--- config.mk ---
export PLATFORM = sky130hd
export DESIGN_NAME = alu_issue_ctrl
export DESIGN_NICKNAME = d
export VERILOG_FILES = /design/src/rtl/alu_issue_ctrl.sv
export SDC_FILE = /design/constraint.sdc
export NUM_CORES = 1
export LEC_CHECK = 0
export CAP_MARGIN = 20
export CORE_ASPECT_RATIO = 1.5
export CORE_UTILIZATION = 50
export CTS_BUF_LIST = sky130_fd_sc_hd__clkbuf_4
export DETAILED_ROUTE_END_ITERATION = 8
export HOLD_SLACK_MARGIN = 0.12
export PLACE_DENSITY_LB_ADDON = 0.1
export RECOVER_POWER = 50
export REMOVE_ABC_BUFFERS = 1
export SETUP_SLACK_MARGIN = 0.05
export SYNTH_ARGS = -nofsm -noshare
export SYNTH_HDL_FRONTEND = slang
export SYNTH_SLANG_ARGS = --single-unit
--- constraint.sdc ---
create_clock -name clk -period 2.29 [get_ports clk]
set_clock_uncertainty 0.2 [all_clocks]
set_input_delay 0.229 -clock clk [delete_from_list [all_inputs] [get_ports clk]]
set_output_delay 0.229 -clock clk [all_outputs]
set_load 0.02 [all_outputs]
--- src/rtl/alu_issue_ctrl.sv ---
// ---------------------------------------------------------------------------
// alu_issue_ctrl
//   Initiator side of the ALU op interface in the 19-bit CPU. Accepts one
//   instruction word every four cycles, reads operands from an internal 8x19
//   register file, drives registered operands/op-select to a combinational
//   ALU and writes the result (or an LDI immediate) back to the register file.
//
//   Sequence per instruction: IDLE -> DECODE -> EXEC -> WB -> IDLE.
//   Illegal opcodes go through the same four states. They pulse 'illegal'
//   during EXEC, leave the ALU-side registers untouched and perform no write.
//
// Ports
//   clk, rst_n        clock (rising edge) and asynchronous active-low reset
//   instr_valid/instr instruction handshake input (19-bit word)
//   instr_ready       high only in IDLE
//   alu_a/alu_b       registered operands to the ALU
//   alu_ctrl          registered ALU op select (opcode passed through)
//   alu_result        combinational ALU result
//   alu_negative      combinational ALU result sign
//   wb_valid          high for the cycle whose closing edge writes the regfile
//   wb_rd/wb_data     destination and data of the latest write (held)
//   neg_flag          sign of the last ALU write-back (sticky)
//   div0              write-back of a divide whose divisor was zero
//   illegal           one-cycle pulse for an illegal opcode
//   dbg_addr/dbg_data combinational register file read port
// ---------------------------------------------------------------------------
module alu_issue_ctrl #(
    parameter int DATA_W = 19,
    parameter int NREG   = 8,
    parameter int OP_W   = 5
) (
    input  logic                    clk,
    input  logic                    rst_n,
    input  logic                    instr_valid,
    input  logic [DATA_W-1:0]       instr,
    output logic                    instr_ready,
    output logic [DATA_W-1:0]       alu_a,
    output logic [DATA_W-1:0]       alu_b,
    output logic [OP_W-1:0]         alu_ctrl,
    input  logic [DATA_W-1:0]       alu_result,
    input  logic                    alu_negative,
    output logic                    wb_valid,
    output logic [$clog2(NREG)-1:0] wb_rd,
    output logic [DATA_W-1:0]       wb_data,
    output logic                    neg_flag,
    output logic                    div0,
    output logic                    illegal,
    input  logic [$clog2(NREG)-1:0] dbg_addr,
    output logic [DATA_W-1:0]       dbg_data
);

    localparam int RW = $clog2(NREG);

    localparam logic [OP_W-1:0] OP_DIV     = 5'd3;
    localparam logic [OP_W-1:0] OP_ALU_MAX = 5'd12;
    localparam logic [OP_W-1:0] OP_LDI     = 5'd13;

    typedef enum logic [1:0] {IDLE, DECODE, EXEC, WB} state_t;

    state_t            state, state_nxt;
    logic [DATA_W-1:0] ir;
    logic              nres;
    logic [DATA_W-1:0] regs [NREG];

    // Fields of the latched instruction word.
    logic [OP_W-1:0]   opcode;
    logic [RW-1:0]     rd, rs1, rs2;
    logic [DATA_W-1:0] imm;
    logic              is_ldi, is_bad;

    assign opcode = ir[18:14];
    assign rd     = ir[13:11];
    assign rs1    = ir[10:8];
    assign rs2    = ir[7:5];
    assign imm    = {{(DATA_W-11){1'b0}}, ir[10:0]};
    assign is_ldi = (opcode == OP_LDI);
    assign is_bad = (opcode > OP_LDI);

    // ---------------- state register ----------------
    // NOTE: sequential state uses non-blocking assignments so every register
    // samples pre-edge values regardless of block ordering.
    always_ff @(posedge clk or negedge rst_n) begin
        if (!rst_n) state <= IDLE;
        else        state <= state_nxt;
    end

    // ---------------- next-state logic ----------------
    // NOTE: state_nxt gets a default first so no path leaves it unassigned,
    // which would otherwise infer a latch.
    always_comb begin
        state_nxt = state;
        unique case (state)
            IDLE:   if (instr_valid) state_nxt = DECODE;
            DECODE: state_nxt = EXEC;
            EXEC:   state_nxt = WB;
            WB:     state_nxt = IDLE;
            default: state_nxt = IDLE;
        endcase
    end

    // ---------------- outputs ----------------
    always_comb begin
        instr_ready = (state == IDLE);
        wb_valid    = (state == WB) && !is_bad;
        div0        = (state == WB) && !is_bad && (opcode == OP_DIV) && (alu_b == '0);
        illegal     = (state == EXEC) && is_bad;
    end

    // ---------------- datapath registers ----------------
    always_ff @(posedge clk or negedge rst_n) begin
        if (!rst_n) begin
            ir       <= '0;
            alu_a    <= '0;
            alu_b    <= '0;
            alu_ctrl <= '0;
            nres     <= 1'b0;
            wb_rd    <= '0;
            wb_data  <= '0;
            neg_flag <= 1'b0;
        end else begin
            unique case (state)
                IDLE: if (instr_valid) ir <= instr;
                DECODE: if (!is_bad) begin
                    alu_a    <= regs[rs1];
                    alu_b    <= regs[rs2];
                    alu_ctrl <= opcode;
                end
                // End of EXEC: the ALU has had a full cycle to settle.
                EXEC: if (!is_bad) begin
                    wb_rd   <= rd;
                    wb_data <= is_ldi ? imm : alu_result;
                    nres    <= alu_negative;
                end
                WB: if (!is_bad && !is_ldi) neg_flag <= nres;
                default: ;
            endcase
        end
    end

    // ---------------- register file ----------------
    // NOTE: the register file is reset explicitly; an abort mid-instruction
    // must leave every entry at zero, so it cannot map to an unreset RAM.
    always_ff @(posedge clk or negedge rst_n) begin
        if (!rst_n) begin
            for (int i = 0; i < NREG; i++) regs[i] <= '0;
        end else if (state == WB && !is_bad) begin
            regs[rd] <= wb_data;
        end
    end

    assign dbg_data = regs[dbg_addr];

    // OP_ALU_MAX documents the top of the pass-through ALU range; any opcode
    // up to it is forwarded unchanged to alu_ctrl.
    logic unused_ok;
    assign unused_ok = &{1'b0, (opcode <= OP_ALU_MAX), ir[4:0]};

endmodule

======== Word level (Yosys, flattened, before mapping) ========
Index checks and enable logic that the tools add are counted.
word-level totals
  flip-flop bits (word level) ............. 240
  output and inout port bits .............. 89
  logic and storage cells ................. 63
cells by class
  order comparisons ....................... 6
  equal/unequal tests ..................... 6
  mux-type cells .......................... 15
  bitwise operators ....................... 5
  reductions and logical operators ........ 14
operators by type and width
  kind                number
  $bmux 19 s3         3
  $bwmux 152          1
  $mux 19             8
  $demux 19 s3        1
  $logic_not 19->1    1
  $ge 4x4->1 const B  4
  $not 3->4           4
  $pmux 2 s4          1
  $reduce_and 2->1    4
  $logic_and 1x1->1   6
  $eq 5x2->1 const B  1
  $eq 5x4->1 const B  1
  $gt 5x4->1 const B  1
  $eq 2x2->1 const B  2
  $lt 4x1->1 const B  1
  $eq 2x1->1 const B  1
  $logic_not 1->1     2
  $logic_not 2->1     1
  $mux 2              1
  $ne 2x2->1 const B  1
  $not 1->1           1

======== Longest topological paths before layout ========
  depth in word-level cells ............... 6
  gate-level depth with buffers ........... 7
  gate-level depth less buffers ........... 5

======== Worst setup path after synthesis ========
No wires, ideal clock.
  path type ............................... register to register
  start point ............................. reg ir[16]
  end point ............................... reg regs[10] (netlist name)
  setup time .............................. 0.125 ns
  arrival time ............................ 1.900 ns
  required time ........................... 1.965 ns
  slack ................................... 0.065 ns
  cell stages (with the launch flop) ...... 8
  period minus slack after synthesis ...... 2.225 ns
  path through ............................ dfrtp_1 buf_6 and3_1 buf_6 or4b_4 buf_6 buf_12 mux2_4
between the ends
  word-level cells in the longest chain between the ends .. 3
ends and longest elaborated chain
  element                         RTL line  source
  start: declaration              61        logic [DATA_W-1:0] ir;
  start signal: assignment        122       IDLE: if (instr_valid) ir <= instr;
  $gt 5x4->1                      77        assign is_bad = (opcode > OP_LDI);
  $logic_not 1->1                 146       end else if (state == WB && !is_bad) begin
  $logic_and 1x1->1               146
  end signal: indexed assignment  147       regs[rd] <= wb_data;
  end: declaration                63        logic [DATA_W-1:0] regs [NREG];
Every way passes these cells.
A chain may end at the register's enable or synchronous reset.

======== Final worst setup path ========
  start point ............................. reg alu_b[6]
  end point ............................... out div0
between the ends
  word-level cells in the longest chain between the ends .. 2
ends and longest elaborated chain
  element                   RTL line  source
  start: declaration        38        output logic [DATA_W-1:0] alu_b,
  start signal: assignment  125       alu_b <= regs[rs2];
  $logic_not 19->1          105       div0 = (state == WB) && !is_bad && (opcode == OP_DIV) && (alu_b == '0);
  $logic_and 1x1->1         105
  end: declaration          46        output logic div0,
Every way passes these cells.

==> impl_metrics.yaml <==
timing:
  setup_viol: 41
  timing.final.crit_share: 1.11
  grt_setup_unrepaired: "yes"
  fmax_ghz: 0.392
  hold_viol: 0
  final-max-slew-violation-count: 0
  worstMarginPinSlew_ps: 1240
  slew_headroom: 0.170
  setup_ws_ps: -259
  fin_crit_ps: 2550
placement:
  place_area_mm2: 0.0151
  hpwlAfterDp_um: 24500
  port_buffers: 133
  gp_congestion: 0.825
job:
  drv_cap: 0
global_routing:
  grt_antenna_before_repair: 1
  grt_start_max_net_pins: 75
  grt_pass1_vias: 10400
  track_usage: 0.314
  grt_pass1_wl_um: 61300
  grt-ovfl-total: 0
worst_setup_path:
  startpoint_type: "register"
  required_ps: 1860
  end_kind: "primary output"
  cp_max_fo: 3
  critPathKind: "register to primary output"
  cp_data_arrival_time_ps: 2120
logic_synthesis:
  ys_async_sr_fraction: 1.00
  ys_seq_area_frac: 0.463
  synth_commonest_cells: "dfrtp_1 (240), mux2_2 (159), mux4_2 (114)"
  synth_cell_type_count: 39
  synth_seq_cells: 240
  avgSynthCellArea_um2: 15.2
  synth_edf_count: 0
  yosys_warnings: 0
  yosysMostFrequentCell: "dfrtp_1"
  synth_area_leaders: "dfrtp_1 (46%), mux4_2 (20%), mux2_2 (14%), mux2_4 (4.6%), a21oi_1 (3.4%)"
  syn_area_mm2: 0.0130
  synth_flop_cell: "dfrtp_1"
  yosysTopAreaCell: "dfrtp_1"
  synth_top_cell_area_share: 0.463
  syn_inst: 853
floorplanning:
  start_util: 0.514
  die_area_mm2: 0.0266
  die_h_um: 199
  core_area_mm2: 0.0252
  ios: 134
  die_w_um: 133
  num_rows: 71
status:
  violations: "negative setup slack"
  status: "finished with violations"
pwr:
  p_per_area_mw_per_mm2: 1490
  irDropWorstVdd_uv: 924
  power_mw: 25.9
  power.leakage_nw: 7.78
cells_and_area:
  fin_nets: 1253
  nFillCells: 1786
  finalInstanceArea_mm2: 0.0174
  final_util: 0.690
  drive_above_1_share: 0.537
  area_growth_pct: 34.2
hold_path:
  hp-class: "register to register"
cts:
  clk_pin_slew_worst_paths_ps: 60
  clock_path_buffers: 3
  cts_root_buffer: "clkbuf_4"
  clock-sinks: 240
  insertion_delay_ps: 770
  h-tree-depth: 2
  cts_tree: "built"
  cts-buffers-inserted: 60
detailed_routing:
  first_iter_violations: 582
  vias_per_cell: 6.14
  ant_nets: 0
  avgRoutedWirePerCell_um: 25.8
  vias: 9614
  dr.pass1.iters: 5
  drt-total-wl_um: 40300
  drc_errors: 0
-- per-stage QoR --
stage | setup WS (ps) | std cells | TNS [ps] | hold slack (ps)
after floorplan | -2220 | 775 | -146940 | -267
after global placement | -147 | 1313 | -2220 | -31.1
after detailed placement | -177 | 1313 | -2780 | -23.9
after CTS | -246 | 1535 | -4030 | 312
after global routing | -483 | 1565 | -9180 | 338
final | -259 | 1565 | -4410 | 305
-- what timing repair did --
action	CTS	global route
endpoints found under the setup margin	168	67
cloned	2	2
buffers inserted	83	32
resized for setup	220	56
pin swaps	10	9
hold buffers	43	0
endpoints found under the hold margin	281	0
-- sequential cells by signal (all words and copies together), names as in the netlist, 2 cells and up --
signal,flops
regs,152
alu_a,19
alu_b,19
ir,19
wb_data,19
alu_ctrl,5
wb_rd,3
state,2
-- report_power, final --
| part | switching [mW] | total (mW) | internal (mW) |
|---|---|---|---|
| clock | 1.69 | 3.53 | 1.84 |
| sequential | 2.02 | 8.25 | 6.23 |
| combinational | 6.23 | 14.1 | 7.89 |
| total | 9.93 | 25.9 | 16.0 |
-- layout by cell type (no fill, tap or decap), types with 4 or more instances in the layout --
cell	n
mux2_4	80
a21oi_1	88
dfrtp_1	226
clkdlybuf4s50_1	68
clkbuf_1	8
dlygate4sd2_1	32
o21ai_0	12
buf_12	19
clkbuf_2	4
mux4_2	114
or4b_4	4
nand3b_1	11
clkinv_1	4
a21boi_0	8
mux2_2	119
buf_4	148
buf_6	34
a31oi_1	11
nor4_4	5
clkbuf_4	91
mux2i_1	38
dlygate4sd3_1	42
dfrtp_2	14
a31o_2	8
-- cells by family after synthesis --
| kind of cell | Yosys count | synth area share |
|---|---|---|
| and+or+nand+nor | 47 | 0.0302 |
| buffers and inverters | 81 | 0.0350 |
| muxes | 351 | 0.412 |
| DFF | 240 | 0.463 |
| adders and majority gates | 4 | 0.00386 |
| AOI/OAI and AO/OA | 130 | 0.0556 |
-- critical path, cell delays in order, from the launching register on --
cell and delay (ps):
dfrtp_2 450, nor4_4 280, nand4_1 290, nor3_2 190, buf_4 170
-- routing by layer --
| metal | share of wire | vias up | track usage |
|---|---|---|---|
| li1 | - | 4058 | - |
| met1 | 0.38 | 5058 | 0.382 |
| met2 | 0.52 | 399 | 0.540 |
| met3 | 0.056 | 99 | 0.0583 |
| met4 | 0.041 | 0 | 0.149 |
| met5 | 0 | - | 0 |
-- final timing paths --
kind / start / to / slack, ps / depth (start not counted)
setup reg to reg: ir[16] / regs[10] / -110 / 7
max in group asynchronous: rst_n / wb_data[14] / 100 / 4
hold reg to reg: alu_ctrl[4] / alu_ctrl[4] / 310 / 1
setup / recovery: alu_b[6] / div0 / -260 / 4
min in group asynchronous: rst_n / regs[7] / 890 / 4
hold / removal: alu_ctrl[4] / alu_ctrl[4] / 310 / 1
-- cell type report --
cell class	instances	area (um2)	area share
Tap cell	328	410	0.0236
Antenna cell	1	2.50	0.000144
Inverter	3	11.3	0.000647
Timing Repair Buffer	367	3480	0.200
Sequential cell	240	6020	0.346
Clock buffer	89	668	0.0384
Clock inverter	5	45.0	0.00259
Multi-Input combinational cell	532	6760	0.388
No activity file was read; power rests on OpenSTA's default activity.
